--- config.mk ---
export PLATFORM = sky130hd
export DESIGN_NAME = rr_arbiter8_flat
export DESIGN_NICKNAME = d
export VERILOG_FILES = /design/src/rtl/rr_arbiter8_pkg.sv /design/src/rtl/rr_arbiter8_if.sv /design/src/rtl/rr_arbiter8_dec3to8_en.sv /design/src/rtl/rr_arbiter8.sv /design/src/flat_wrapper.sv
export SDC_FILE = /design/constraint.sdc
export NUM_CORES = 1
export LEC_CHECK = 0
export CAP_MARGIN = 20
export CORE_UTILIZATION = 55
export DETAILED_ROUTE_END_ITERATION = 8
export GPL_TIMING_DRIVEN = 0
export PLACE_DENSITY = 0.76
export SYNTH_ARGS = -nofsm -noshare
export SYNTH_HDL_FRONTEND = slang
export SYNTH_SLANG_ARGS = --single-unit
--- constraint.sdc ---
create_clock -name clk -period 3.6 [get_ports clk]
set_input_delay 0.54 -clock clk [delete_from_list [all_inputs] [get_ports clk]]
set_output_delay 0.54 -clock clk [all_outputs]
set_load 0.005 [all_outputs]
--- src/rtl/rr_arbiter8_pkg.sv ---
// Shared constants, state encoding and index helper for the 8-way round-robin arbiter.
package rr_arbiter8_pkg;

  localparam int unsigned NREQ         = 8;
  localparam int unsigned IDX_W        = 3;
  localparam int unsigned CNT_W        = 8;
  localparam int unsigned MAX_HOLD_DEF = 16;

  typedef enum logic {
    ST_IDLE  = 1'b0,
    ST_GRANT = 1'b1
  } state_t;

  // Next round-robin start position; wraps 7 -> 0 through the 3-bit width.
  function automatic logic [IDX_W-1:0] idx_inc(input logic [IDX_W-1:0] idx);
    return idx + IDX_W'(1);
  endfunction

endpackage

--- src/rtl/rr_arbiter8_if.sv ---
// Request/grant bundle between the requesters (master) and the arbiter (slave).
interface rr_arbiter8_if;
  import rr_arbiter8_pkg::*;

  logic [NREQ-1:0]  req;
  logic             gnt_valid;
  logic [IDX_W-1:0] gnt_idx;
  logic [NREQ-1:0]  gnt_onehot;
  logic [IDX_W-1:0] ptr;

  modport master (output req, input gnt_valid, gnt_idx, gnt_onehot, ptr);
  modport slave  (input req, output gnt_valid, gnt_idx, gnt_onehot, ptr);

endinterface

--- src/rtl/rr_arbiter8_dec3to8_en.sv ---
// Combinational 3-to-8 decoder with enable; all zeros when disabled.
module dec3to8_en
  import rr_arbiter8_pkg::*;
(
  input  logic [IDX_W-1:0] i_idx,
  input  logic             i_en,
  output logic [NREQ-1:0]  o_onehot_c
);

  always_comb begin
    o_onehot_c = '0;
    if (i_en) o_onehot_c[i_idx] = 1'b1;
  end

endmodule

--- src/rtl/rr_arbiter8.sv ---
// 8-way round-robin arbiter with registered index/one-hot grant.
// Optional hold timeout: define HOLD_TIMEOUT_EN to revoke a grant after MAX_HOLD cycles.
module rr_arbiter8
  import rr_arbiter8_pkg::*;
#(
  parameter int unsigned MAX_HOLD = MAX_HOLD_DEF
) (
  input  logic        clk,
  input  logic        rst,
  rr_arbiter8_if.slave bus
);

  if (NREQ != 8 || IDX_W != 3) begin : g_bad_nreq
    $error("rr_arbiter8 supports exactly 8 requesters");
  end
  if (MAX_HOLD < 2 || MAX_HOLD > 256) begin : g_bad_max_hold
    $error("rr_arbiter8 MAX_HOLD must be within 2..256");
  end

  state_t           r_state;
  state_t           w_state_nxt;
  logic             r_gnt_valid;
  logic             w_valid_nxt;
  logic [IDX_W-1:0] r_gnt_idx;
  logic [IDX_W-1:0] w_idx_nxt;
  logic [IDX_W-1:0] r_ptr;
  logic [IDX_W-1:0] w_ptr_nxt;
  logic [NREQ-1:0]  r_gnt_onehot;
  logic [NREQ-1:0]  w_onehot_nxt;

  logic [NREQ-1:0]  w_cand_mask;
  logic             w_found;
  logic [IDX_W-1:0] w_win;
  logic [IDX_W-1:0] w_probe;
  logic             w_owner_req;
  logic             w_take;
  logic             w_drop;

`ifdef HOLD_TIMEOUT_EN
  logic [CNT_W-1:0] r_hold_cnt;
  logic [CNT_W-1:0] w_cnt_nxt;
  logic             w_hold_expired;

  assign w_hold_expired = (r_hold_cnt == CNT_W'(MAX_HOLD - 1));
`endif

  // The current owner never competes; a releasing owner is already 0 in req.
  assign w_cand_mask = bus.req & ~r_gnt_onehot;
  assign w_owner_req = bus.req[r_gnt_idx];

  // Rotating priority find: scan downward so the lowest offset from r_ptr wins.
  always_comb begin
    w_found = 1'b0;
    w_win   = '0;
    w_probe = '0;
    for (int i = NREQ - 1; i >= 0; i--) begin
      w_probe = r_ptr + IDX_W'(i);
      if (w_cand_mask[w_probe]) begin
        w_found = 1'b1;
        w_win   = w_probe;
      end
    end
  end

  always_comb begin
    w_state_nxt = r_state;
    w_valid_nxt = r_gnt_valid;
    w_idx_nxt   = r_gnt_idx;
    w_ptr_nxt   = r_ptr;
    w_take      = 1'b0;
    w_drop      = 1'b0;
`ifdef HOLD_TIMEOUT_EN
    w_cnt_nxt   = r_hold_cnt;
`endif

    case (r_state)
      ST_IDLE: begin
        w_take = w_found;
      end
      ST_GRANT: begin
        if (w_owner_req) begin
`ifdef HOLD_TIMEOUT_EN
          if (!w_hold_expired) w_cnt_nxt = r_hold_cnt + CNT_W'(1);
          else if (w_found)    w_take    = 1'b1;
          else                 w_cnt_nxt = '0;
`endif
        end else if (w_found) begin
          w_take = 1'b1;
        end else begin
          w_drop = 1'b1;
        end
      end
    endcase

    if (w_take) begin
      w_state_nxt = ST_GRANT;
      w_valid_nxt = 1'b1;
      w_idx_nxt   = w_win;
      w_ptr_nxt   = idx_inc(w_win);
`ifdef HOLD_TIMEOUT_EN
      w_cnt_nxt   = '0;
`endif
    end
    if (w_drop) begin
      w_state_nxt = ST_IDLE;
      w_valid_nxt = 1'b0;
      w_idx_nxt   = '0;
`ifdef HOLD_TIMEOUT_EN
      w_cnt_nxt   = '0;
`endif
    end
  end

  // One-hot is decoded from the next index so it registers alongside it.
  dec3to8_en u_dec (
    .i_idx      (w_idx_nxt),
    .i_en       (w_valid_nxt),
    .o_onehot_c (w_onehot_nxt)
  );

  always_ff @(posedge clk) begin
    if (rst) begin
      r_state      <= ST_IDLE;
      r_gnt_valid  <= 1'b0;
      r_gnt_idx    <= '0;
      r_gnt_onehot <= '0;
      r_ptr        <= '0;
`ifdef HOLD_TIMEOUT_EN
      r_hold_cnt   <= '0;
`endif
    end else begin
      r_state      <= w_state_nxt;
      r_gnt_valid  <= w_valid_nxt;
      r_gnt_idx    <= w_idx_nxt;
      r_gnt_onehot <= w_onehot_nxt;
      r_ptr        <= w_ptr_nxt;
`ifdef HOLD_TIMEOUT_EN
      r_hold_cnt   <= w_cnt_nxt;
`endif
    end
  end

  assign bus.gnt_valid  = r_gnt_valid;
  assign bus.gnt_idx    = r_gnt_idx;
  assign bus.gnt_onehot = r_gnt_onehot;
  assign bus.ptr        = r_ptr;

endmodule

--- src/flat_wrapper.sv ---
// flat-port wrapper written by rule: the top's interface ports become plain ports
module rr_arbiter8_flat import rr_arbiter8_pkg::*;
#(
  parameter int unsigned MAX_HOLD = MAX_HOLD_DEF
)
  (clk, rst, bus_req, bus_gnt_valid, bus_gnt_idx, bus_gnt_onehot, bus_ptr);
  rr_arbiter8_if bus_i ();
  input  logic clk;
  input  logic rst;
  input wire logic [$bits(bus_i.req)-1:0] bus_req;
  output wire logic [$bits(bus_i.gnt_valid)-1:0] bus_gnt_valid;
  output wire logic [$bits(bus_i.gnt_idx)-1:0] bus_gnt_idx;
  output wire logic [$bits(bus_i.gnt_onehot)-1:0] bus_gnt_onehot;
  output wire logic [$bits(bus_i.ptr)-1:0] bus_ptr;
  assign bus_i.req = bus_req;
  assign bus_gnt_valid = bus_i.gnt_valid;
  assign bus_gnt_idx = bus_i.gnt_idx;
  assign bus_gnt_onehot = bus_i.gnt_onehot;
  assign bus_ptr = bus_i.ptr;
  rr_arbiter8 #(.MAX_HOLD(MAX_HOLD)) u_core (.clk(clk), .rst(rst), .bus(bus_i));
endmodule
==> impl_metrics.yaml <==
timing:
  timing.final.crit_period_ps: 3430
  finalClockSkew_ps: 2.71
  max_freq_ghz: 0.292
  setup_slack_ps: 171
  drv_slew: 0
  fin_crit_sh: 0.952
  setup_viol: 0
  fin_tns_setup_ps: 0
  whs_ps: 539
  worst_slew_pin_slew_ps: 554
  hold_viol: 0
  slew_headroom: 0.630
  grt_setup_unrepaired: "false"
placed_design:
  port_buffers: 24
  place_ws_ps: -102
  place_hpwl_um: 4230
  placed_area_um2: 2140
  place_congestion: 0.972
  dp_cells: 271
power_and_ir_drop:
  vdd_drop_max_mv: 0.446
  power_density_nw_per_um2: 927
  leakage_nw: 0.841
  p_total_mw: 2.01
worst_setup_path:
  setup.worst_path.end: "u_core.bus.ptr[2]"
  worstRegToRegCells: 11
  startpoint_type: "primary input"
  path_max_fanout: 10
  critical_path_arrival_ps: 3640
  cp.required_ps: 3810
  critPathKind: "primary input to flip-flop"
  r2r_end: "u_core.bus.ptr[2]"
  cp-end-kind: "flip-flop"
  r2r_slack_ps: 240
  rr_startpoint: "u_core.bus.ptr[0]"
  cp_cell_sequence: "clkdlybuf4s50_1 -> nand2b_1 -> mux4_1 -> mux2_2 -> and2_1 -> a311o_1 -> o21a_1 -> ha_1 -> or4_1 -> o311ai_1"
  slowest_stage: "mux4_1"
  crit_path_max_incr_delay_ps: 580
  crit_start: "bus_req[6]"
clock_tree:
  cts_htree_levels: 1
  clkLatencyLatePin_ps: 300
  clock_sinks: 16
  clk_pin_slew_ps: 80
  cts_buffers: 3
  root_buffer: "clkbuf_4"
  post_cts_buffers: 0
  ctsResizeCount: 0
  holdBufCountCts: 0
  cts_tree: "done"
  clk_path_buf_depth: 2
floorplan:
  initial_core_util: 0.590
  io_pins: 25
  chipHeight_um: 59.9
  coreArea_um2: 3130
  die-area_um2: 3590
  die_w_um: 59.9
  rows: 20
synth:
  synthFlopType: "dfxtp_1"
  avgSynthCellArea_um2: 9.10
  async_reset_ff_frac: 0
  yosysUniqueCellTypes: 55
  yosysTopAreaCell: "dfxtp_1"
  yosys_warnings: 0
  synthCells: 203
  synthTopCellsByArea: "dfxtp_1, mux4_2, mux2i_1"
  yosysSeqAreaShare: 0.173
  synth_top_area_frac: 0.173
  syn-cell-area_um2: 1850
  synth-seq-cells: 16
  synth_edf_count: 0
  syn_nets: 216
global_routing:
  gr-total-overflow: 0
  grtUsageTotal: 0.323
  grtUsageMet2: 0.556
  grt_busiest_layer: "met2"
  grtUsageMet3: 0.0130
  grt_first_pass_wirelength_um: 8480
  grt_pass1_vias: 1772
  met1_usage: 0.411
  antenna_found_initial: 0
  grt_max_degree: 11
cells_and_area:
  final_cell_mix: "clkdlybuf4s50_1, nor2_1, mux2i_1"
  final_common_cell: "clkdlybuf4s50_1"
  drive_gt1_frac: 0.135
  fillers: 274
  n_antenna_cell: 0
  final_util: 0.694
  fin_cells: 273
  fin_nets: 244
  syn_to_final_growth_pct: 17.5
  stdcell_area_um2: 2170
job:
  drv_cap: 0
detailed_routing:
  drc_errors: 0
  drtPass1Iterations: 5
  drt_wl_total_um: 5430
  viasPerCell: 6.85
  ant_nets: 0
  via_count: 1869
  wl_per_cell_um: 19.9
  drtIter0Drc: 199
run_status:
  status: "complete, no violations"
worst_hold_path:
  hp-class: "flip-flop to flip-flop"
logic make-up after synthesis:
logic type | count (synthesis) | share of synthesized area
multiplexers | 37 | 0.322
AND/OR/NAND/NOR | 69 | 0.194
adder cells (fa/ha/maj) | 3 | 0.0203
AO/OA/AOI/OAI | 54 | 0.215
buffers and inverters | 20 | 0.0562
XOR/XNOR | 4 | 0.0190
flip-flops | 16 | 0.173
synth_stat cells (2+ instances only):
cell	n
a21oi_1	9
o21a_1	2
a211oi_1	4
mux4_2	11
o21ai_0	8
o211ai_1	3
and2_1	3
nand2_1	14
xor2_1	2
o2111ai_1	2
mux2i_1	17
buf_6	3
a21o_1	2
a22oi_1	2
nand2b_1	10
nand3_1	3
nand4b_1	2
inv_1	7
xnor2_1	2
nor2_1	19
a31oi_1	4
dfxtp_1	16
clkbuf_1	4
mux2_2	4
ha_1	3
mux4_1	5
and3_1	2
nor2b_1	5
nor3_1	2
buf_2	5
nand4_1	3
o311ai_1	2
worst max-delay path, delay by kind of cell:
kind | cells | cell delay, ps
muxes | 2 | 930
and+or+nand+nor | 3 | 920
AOI/OAI and AO/OA | 3 | 550
buffers and inverters | 1 | 480
adders and majority gates | 1 | 210
worst min path at each step:
stage                          from                    to  cells after the start
4_1_cts        u_core.bus.gnt_valid  u_core.bus.gnt_valid                      2
3_5_place_dp   u_core.bus.gnt_valid  u_core.bus.gnt_valid                      2
3_3_place_gp         u_core.r_state        u_core.r_state                      2
2_1_floorplan        u_core.r_state        u_core.r_state                      2
5_1_grt        u_core.bus.gnt_valid  u_core.bus.gnt_valid                      2
6_report       u_core.bus.gnt_valid  u_core.bus.gnt_valid                      2
sequential cells by signal, indices dropped and copies added, names as in the netlist:
register and flops:
u_core.bus.gnt_onehot 8, u_core.bus.gnt_idx 3, u_core.bus.ptr 3, u_core.bus.gnt_valid 1, u_core.r_state 1
final cells by class:
class                      instances  area (um^2)  share of cell area
buffer                            12         75.1              0.0346
clock buffer                       3         22.5              0.0104
inverter                           7         26.3              0.0121
multi-input combinational        167         1430               0.659
sequential                        16          320               0.148
tap                               44         55.1              0.0254
timing repair buffer              24          240               0.111
power breakdown:
group	internal, mW	leakage [nW]	switching [mW]
clock network	0.0392	0.0138	0.0590
registers	0.233	0.131	0.0583
logic	0.724	0.696	0.897
metal layers:
layer  share of wire  up-vias  routed length (um)
met5               0        -                   0
met4           0.036        0                 197
met3           0.073       19                 395
met1            0.40      873                2170
met2            0.49      126                2670
li1                -      851                   -
Note: power is estimated with default switching activity, not from simulation.
